**config.mk**
```make
export PLATFORM = sky130hd
export DESIGN_NAME = fetch_queue_flat
export DESIGN_NICKNAME = d
export VERILOG_FILES = /design/src/rtl/fetch_queue_if.sv /design/src/rtl/fetch_queue.sv /design/src/flat_wrapper.sv
export SDC_FILE = /design/constraint.sdc
export NUM_CORES = 2
export LEC_CHECK = 0
export CORE_MARGIN = 2
export CORE_UTILIZATION = 51
export CTS_BUF_LIST = sky130_fd_sc_hd__clkbuf_8 sky130_fd_sc_hd__clkbuf_16
export CTS_CLUSTER_DIAMETER = 80
export DETAILED_ROUTE_END_ITERATION = 6
export PLACE_DENSITY = 0.69
export SYNTH_ARGS = -nofsm -noshare
export SYNTH_HDL_FRONTEND = slang
export SYNTH_SLANG_ARGS = --single-unit
```
**constraint.sdc**
```tcl
create_clock -name clk -period 3.99 [get_ports clk]
set_input_delay 0.5985 -clock clk [delete_from_list [all_inputs] [get_ports clk]]
set_output_delay 0.5985 -clock clk [all_outputs]
set_load 0.03 [all_outputs]
```
**src/rtl/fetch_queue_if.sv**
```systemverilog
// Fetch queue bus bundle: icache request/response, redirect, and decode window.
// master = the fetch queue itself; slave = the icache/decode side driving it.
interface fetch_queue_if;
  logic         ic_req;
  logic [31:0]  ic_addr;
  logic         ic_v;
  logic [127:0] ic_line;
  logic         redirect;
  logic [31:0]  redirect_eip;
  logic         de_take;
  logic [3:0]   de_len;
  logic         de_v;
  logic [127:0] de_instr;
  logic [31:0]  de_eip;

  modport master (
    output ic_req, ic_addr, de_v, de_instr, de_eip,
    input  ic_v, ic_line, redirect, redirect_eip, de_take, de_len
  );

  modport slave (
    input  ic_req, ic_addr, de_v, de_instr, de_eip,
    output ic_v, ic_line, redirect, redirect_eip, de_take, de_len
  );
endinterface

```
**src/rtl/fetch_queue.sv**
```systemverilog
// Instruction fetch byte queue: line fetches into a circular byte buffer, EIP-aligned window.
// Optional FETCH_QUEUE_STATS_EN adds fq_bubble_cnt (cycles with no valid window, no redirect).
module fetch_queue #(
  parameter int unsigned DEPTH_LINES = 4,
  parameter logic [31:0] RESET_EIP   = 32'h0000_0000
) (
  input  logic          clk,
  input  logic          rst,
`ifdef FETCH_QUEUE_STATS_EN
  output logic [31:0]   fq_bubble_cnt,
`endif
  fetch_queue_if.master bus
);
  localparam int unsigned Cap   = 16 * DEPTH_LINES;
  localparam int unsigned PtrW  = $clog2(Cap);
  localparam int unsigned SlotW = $clog2(DEPTH_LINES);
  localparam int unsigned CntW  = PtrW + 1;

  typedef enum logic [1:0] {StFill, StWait, StSquash} state_e;

  state_e          state_q;
  logic [7:0]      mem_q [Cap];
  logic [PtrW-1:0] head_q;
  logic [SlotW-1:0] tail_q;
  logic [CntW-1:0] count_q;
  logic [31:0]     fetch_addr_q;
  logic [31:0]     de_eip_q;
  logic [3:0]      first_off_q;
  logic            ic_req_q;
  logic [31:0]     ic_addr_q;
  logic            de_v_q;

  logic            take;
  logic            fill;
  logic            space_ok;
  logic [CntW-1:0] fill_amt;
  logic [CntW-1:0] take_amt;
  logic [CntW-1:0] count_d;
  logic [127:0]    window;

  // Fill and consume fold into a single count update so neither is lost.
  always_comb begin
    take     = bus.de_take && de_v_q && (bus.de_len != 4'd0);
    fill     = (state_q == StWait) && bus.ic_v;
    space_ok = count_q <= CntW'(Cap - 16);
    fill_amt = fill ? (CntW'(16) - CntW'(first_off_q)) : '0;
    take_amt = take ? CntW'(bus.de_len) : '0;
    count_d  = count_q + fill_amt - take_amt;
  end

  always_ff @(posedge clk) begin
    if (rst) begin
      for (int unsigned i = 0; i < Cap; i++) mem_q[i] <= '0;
      head_q       <= PtrW'(RESET_EIP[3:0]);
      tail_q       <= '0;
      count_q      <= '0;
      fetch_addr_q <= {RESET_EIP[31:4], 4'h0};
      de_eip_q     <= RESET_EIP;
      first_off_q  <= RESET_EIP[3:0];
      ic_req_q     <= 1'b0;
      ic_addr_q    <= {RESET_EIP[31:4], 4'h0};
      de_v_q       <= 1'b0;
      state_q      <= StFill;
    end else begin
      ic_req_q <= 1'b0;
      if (bus.redirect) begin
        head_q       <= PtrW'(bus.redirect_eip[3:0]);
        tail_q       <= '0;
        count_q      <= '0;
        first_off_q  <= bus.redirect_eip[3:0];
        de_eip_q     <= bus.redirect_eip;
        fetch_addr_q <= {bus.redirect_eip[31:4], 4'h0};
        de_v_q       <= 1'b0;
        // A response still in flight must be discarded; one arriving now is simply dropped.
        unique case (state_q)
          StWait, StSquash: state_q <= bus.ic_v ? StFill : StSquash;
          default:          state_q <= StFill;
        endcase
      end else begin
        if (fill) begin
          for (int unsigned k = 0; k < 16; k++) begin
            mem_q[{tail_q, k[3:0]}] <= bus.ic_line[8*k +: 8];
          end
          tail_q       <= tail_q + SlotW'(1);
          fetch_addr_q <= fetch_addr_q + 32'd16;
          first_off_q  <= '0;
        end
        if (take) begin
          head_q   <= head_q + PtrW'(bus.de_len);
          de_eip_q <= de_eip_q + 32'(bus.de_len);
        end
        count_q <= count_d;
        de_v_q  <= count_d >= CntW'(16);
        unique case (state_q)
          StFill: begin
            if (space_ok) begin
              state_q   <= StWait;
              ic_req_q  <= 1'b1;
              ic_addr_q <= fetch_addr_q;
            end
          end
          StWait:   if (bus.ic_v) state_q <= StFill;
          StSquash: if (bus.ic_v) state_q <= StFill;
          default:  state_q <= StFill;
        endcase
      end
    end
  end

  always_comb begin
    window = '0;
    for (int unsigned k = 0; k < 16; k++) begin
      window[8*k +: 8] = mem_q[head_q + PtrW'(k)];
    end
  end

  assign bus.ic_req   = ic_req_q;
  assign bus.ic_addr  = ic_addr_q;
  assign bus.de_v     = de_v_q;
  assign bus.de_instr = window;
  assign bus.de_eip   = de_eip_q;

`ifdef FETCH_QUEUE_STATS_EN
  logic [31:0] bubble_q;

  always_ff @(posedge clk) begin
    if (rst) begin
      bubble_q <= '0;
    end else if (!de_v_q && !bus.redirect && (bubble_q != 32'hFFFF_FFFF)) begin
      bubble_q <= bubble_q + 32'd1;
    end
  end

  assign fq_bubble_cnt = bubble_q;
`endif
endmodule
```
**src/flat_wrapper.sv**
```systemverilog
// flat-port wrapper written by rule: the top's interface ports become plain ports
module fetch_queue_flat 
#(
  parameter int unsigned DEPTH_LINES = 4,
  parameter logic [31:0] RESET_EIP   = 32'h0000_0000
)
  (clk, rst, bus_ic_req, bus_ic_addr, bus_de_v, bus_de_instr, bus_de_eip, bus_ic_v, bus_ic_line, bus_redirect, bus_redirect_eip, bus_de_take, bus_de_len);
  fetch_queue_if bus_i ();
  input  logic clk;
  input  logic rst;
  output wire logic [$bits(bus_i.ic_req)-1:0] bus_ic_req;
  output wire logic [$bits(bus_i.ic_addr)-1:0] bus_ic_addr;
  output wire logic [$bits(bus_i.de_v)-1:0] bus_de_v;
  output wire logic [$bits(bus_i.de_instr)-1:0] bus_de_instr;
  output wire logic [$bits(bus_i.de_eip)-1:0] bus_de_eip;
  input wire logic [$bits(bus_i.ic_v)-1:0] bus_ic_v;
  input wire logic [$bits(bus_i.ic_line)-1:0] bus_ic_line;
  input wire logic [$bits(bus_i.redirect)-1:0] bus_redirect;
  input wire logic [$bits(bus_i.redirect_eip)-1:0] bus_redirect_eip;
  input wire logic [$bits(bus_i.de_take)-1:0] bus_de_take;
  input wire logic [$bits(bus_i.de_len)-1:0] bus_de_len;
  assign bus_ic_req = bus_i.ic_req;
  assign bus_ic_addr = bus_i.ic_addr;
  assign bus_de_v = bus_i.de_v;
  assign bus_de_instr = bus_i.de_instr;
  assign bus_de_eip = bus_i.de_eip;
  assign bus_i.ic_v = bus_ic_v;
  assign bus_i.ic_line = bus_ic_line;
  assign bus_i.redirect = bus_redirect;
  assign bus_i.redirect_eip = bus_redirect_eip;
  assign bus_i.de_take = bus_de_take;
  assign bus_i.de_len = bus_de_len;
  fetch_queue #(.DEPTH_LINES(DEPTH_LINES), .RESET_EIP(RESET_EIP)) u_core (.clk(clk), .rst(rst), .bus(bus_i));
endmodule
```
==> key figures <==
Run status
  • Status: complete, but fails checks
  • Violated checks: DRC, setup timing

Global route
  • Gr usage total: 45.2%
  • Met2 GRT Util: 66.8%
  • Largest net degree at the start of global routing: 129
  • Busiest grt layer: met2
  • Total gr overflow: 0
  • Met3 GRT Util: 14.0%
  • M1 GR Usage: 56.9%
  • Vias in the first global route: 42140
  • Global-route wire length before repair: 326000 microns
  • Initial antenna violation count: 15

Setup path
  • Reg2reg path depth: 27
  • Cells along the critical path: buf_12 -> buf_12 -> buf_16 -> buf_16 -> buf_8 -> mux4_2 -> mux2i_2 -> nand2_1 -> o21ai_1 -> o22ai_1 -> a221o_1 -> buf_6
  • Startpoint types: register
  • Largest stage delay on the critical path: 0.70 ns
  • Largest delay contributor family on the critical path: multiplexers
  • Critical Path Stages: 12
  • Crit path from: u_core.head_q[0]
  • WP data arrival: 3.71 ns
  • Bufs and invs on worst path: 6
  • Critical Path End: bus_de_instr[94]
  • Slowest-stage cell, CP: mux4_2
  • Setup crit end kind: output pin
  • R2r endpoint: u_core.head_q[4]
  • FF-to-FF Start: u_core.head_q[0]
  • R2R setup slack: -0.07 ns
  • Worst Setup Path Type: register to output pin
  • Max FO, Critical Path: 8
  • Data required, critical path: 3.39 ns

Clocking
  • Clock slew at reported path FFs: 0.06 ns
  • Root buffer cell: clkbuf_16
  • CTS tree: done
  • H-tree levels: 3
  • Hold Buf Count CTS: 0
  • Worst-case clock buffer depth: 3
  • CTS sink cnt: 623
  • Worst-Skew Late Latency: 0.69 ns
  • CTS Buf Count: 72

Drt
  • Antenna Violating Nets Remaining: 0
  • DR pass1 iterations: 7
  • Routed WL: 248000 microns
  • # DRC: 5
  • Vias post-DR: 46452
  • Routed len/inst: 39.1 microns
  • Average vias per placed instance: 7.33
  • Drt initial violations: 7560

Synthesis
  • Synth unique cells: 68
  • Syn_area_per_cell: 12.1 sq um
  • Sequential share of the synthesized area: 34.0%
  • Post-synthesis register bit count: 623
  • Gate Count Post-Synth: 4268
  • Post-synth EDFFs: 512
  • Mapped Area: 51700 sq um
  • Share of the synthesized area in the top cell type: 30.1%
  • YS warnings: 0
  • Async SR Flop Fraction: 0%
  • Leading cell type by number of instances after synthesis: mux4_2
  • Area contributors post-synth: mux4_2, edfxtp_1, mux2i_1
  • Synth top cells by count: mux4_2, and2_1, edfxtp_1
  • Top cell type by total area after synthesis: mux4_2
  • Primary FF master, synth: edfxtp_1

STA
  • Final Cycle Share: 108%
  • Setup ws final: -0.320 ns
  • Hold Fails Final Rpt: 0
  • Fmax: 232 MHz
  • Post-route setup TNS: -17.19 ns
  • RSZ-0062 raised after global routing: yes
  • Rel. slew slack: 19.0%
  • Setup violators final: 125
  • Setup Skew: 0.0270 ns
  • Max Slew Vio Count: 0
  • Slew @ Worst Pin: 1.21 ns
  • Fin crit period: 4.31 ns

Die
  • Chip height: 322 microns
  • Core area: 100000 sq um
  • Initial Util: 51.5%
  • Num rows: 116
  • Die area: 104000 sq um
  • Die Wd: 322 microns
  • I/O pin count: 363

Run
  • Max-cap violations: 0

Pwr
  • Worst vdd ir: 0.422 mV
  • Pwr Density: 489 nW/um^2
  • Seq pwr share: 22.7%
  • Leak: 0.0253 uW
  • Int Pwr: 20000 uW
  • Clock network fraction of total power: 20.7%
  • Combinational Power Share: 56.6%
  • Switching share of power: 41.2%
  • Sw power: 14000 uW

Cells and area
  • Layout Cell Area excl Fill: 69500 sq um
  • Final non-filler cell total: 6341
  • Register Area: 17600 sq um
  • Nets@finish: 5130
  • Fill cells: 7004
  • Multi-input gate area: 35200 sq um
  • Layout cells sized above 1: 41.8%
  • Synthesis-to-finish area growth: 34.4%

Worst hold path
  • Hold Crit Class: input port to register
  • Worst Hold Depth: 2

Placed design
  • Port Buf Inserts: 358
  • Pre-CTS setup slack: 0.0679 ns
  • Placed cell count: 5890
  • Dpl hpwl: 175000 microns
  • RePlAce Congestion: 1.10
  • Area after DPL: 58900 sq um
## through the flow
stage,util [%],total power [uW],hold slack (ns)
3_3_place_gp,58.8,22700,0.447
6_report,69.3,33900,0.333
4_1_cts,65.4,31600,0.317
3_5_place_dp,58.8,22700,0.450
5_1_grt,69.2,34400,0.372
2_1_floorplan,-,16300,0.444
## worst min path at each step
stage / start / to / slack, ns
6_report: rst / u_core.bus.ic_addr[8] / 0.33
5_1_grt: rst / u_core.bus.ic_addr[11] / 0.37
4_1_cts: rst / u_core.bus.ic_addr[6] / 0.32
3_5_place_dp: u_core.bus.ic_addr[25] / u_core.bus.ic_addr[25] / 0.45
3_3_place_gp: u_core.bus.ic_addr[17] / u_core.bus.ic_addr[17] / 0.45
2_1_floorplan: u_core.fetch_addr_q[31] / u_core.bus.ic_addr[31] / 0.44
## power by group through the flow
stage / Sequential (uW) / Clock (uW) / Combinational [uW]
3_3_place_gp: 7790 / 0 / 14900
4_1_cts: 7680 / 7020 / 16900
2_1_floorplan: 7770 / 0 / 8500
3_5_place_dp: 7810 / 0 / 14900
5_1_grt: 7720 / 7260 / 19400
6_report: 7710 / 7020 / 19200
## layout make-up
class / count / share of cell area [%]
multi-input combinational: 3202 / 50.7
sequential: 623 / 25.4
timing repair buffer: 946 / 17.4
clock buffer: 77 / 2.73
tap: 1357 / 2.44
clock inverter: 54 / 0.865
inverter: 71 / 0.398
antenna: 11 / 0.0396
## worst reg2reg max path, stage by stage (launching register included)
cell and delay, ns:
dfxtp_4 0.38, buf_6 0.12, buf_4 0.12, buf_4 0.13, buf_4 0.13, buf_4 0.12
buf_4 0.13, buf_4 0.13, buf_4 0.12, buf_4 0.12, buf_4 0.12, buf_4 0.12
buf_4 0.12, buf_4 0.12, buf_4 0.12, buf_4 0.12, buf_4 0.13, buf_4 0.14
buf_4 0.14, buf_4 0.13, ha_4 0.16, inv_2 0.06, fa_2 0.28, nor2b_4 0.07
o21a_1 0.21, o21ai_2 0.17, xnor2_1 0.13, nor2_1 0.06
## placed cells by master, fill, tap and decap left out, types with 37 or more instances in the layout
| cell type | n |
|---|---|
| and2_1 | 516 |
| buf_12 | 137 |
| a21oi_1 | 135 |
| mux2i_4 | 56 |
| buf_4 | 328 |
| o22ai_1 | 37 |
| o21ai_0 | 54 |
| mux2_4 | 51 |
| a21boi_0 | 38 |
| edfxtp_1 | 512 |
| inv_1 | 74 |
| buf_6 | 119 |
| mux2i_1 | 211 |
| mux2_2 | 48 |
| mux4_2 | 690 |
| clkbuf_16 | 122 |
| mux2i_2 | 58 |
| buf_16 | 59 |
| clkdlybuf4s50_1 | 229 |
| xnor2_1 | 49 |
| nand2_1 | 387 |
| o22ai_2 | 39 |
| nor2_1 | 165 |
| dfxtp_1 | 105 |
## flip-flops by register name, summed over array words and instances, names as in the netlist
name	flops
u_core.mem_q	512
u_core.bus.de_eip	32
u_core.bus.ic_addr	28
u_core.fetch_addr_q	28
u_core.count_q	7
u_core.head_q	6
u_core.first_off_q	4
u_core.state_q	2
u_core.tail_q	2
u_core.bus.de_v	1
u_core.bus.ic_req	1
## repair_timing
action                                  CTS  global route
setup buffers                           108           136
gates resized for setup                 434           441
endpoints found under the setup margin  128           132
cloned                                   48            48
pin swaps                                68           145
## cells by family (layout without fill, tap and decap cells)
family | Yosys count | count (layout) | synth area share [%]
simple gates | 1303 | 1303 | 12.6
other cells | 1 | 15 | 0.00726
compound gates | 626 | 626 | 7.76
fa+ha+maj | 45 | 45 | 1.18
mux | 1114 | 1114 | 38.5
buf+inv | 446 | 1148 | 3.88
xor+xnor | 110 | 110 | 1.97
flops | 623 | 623 | 34.0
## metal layers
metal  up-vias  wire, microns
li1      18061              -
met1     23187          83300
met2      4180         106000
met3      1010          34900
met4        14          23700
met5         -             89
(Power assumes the default switching activity.)
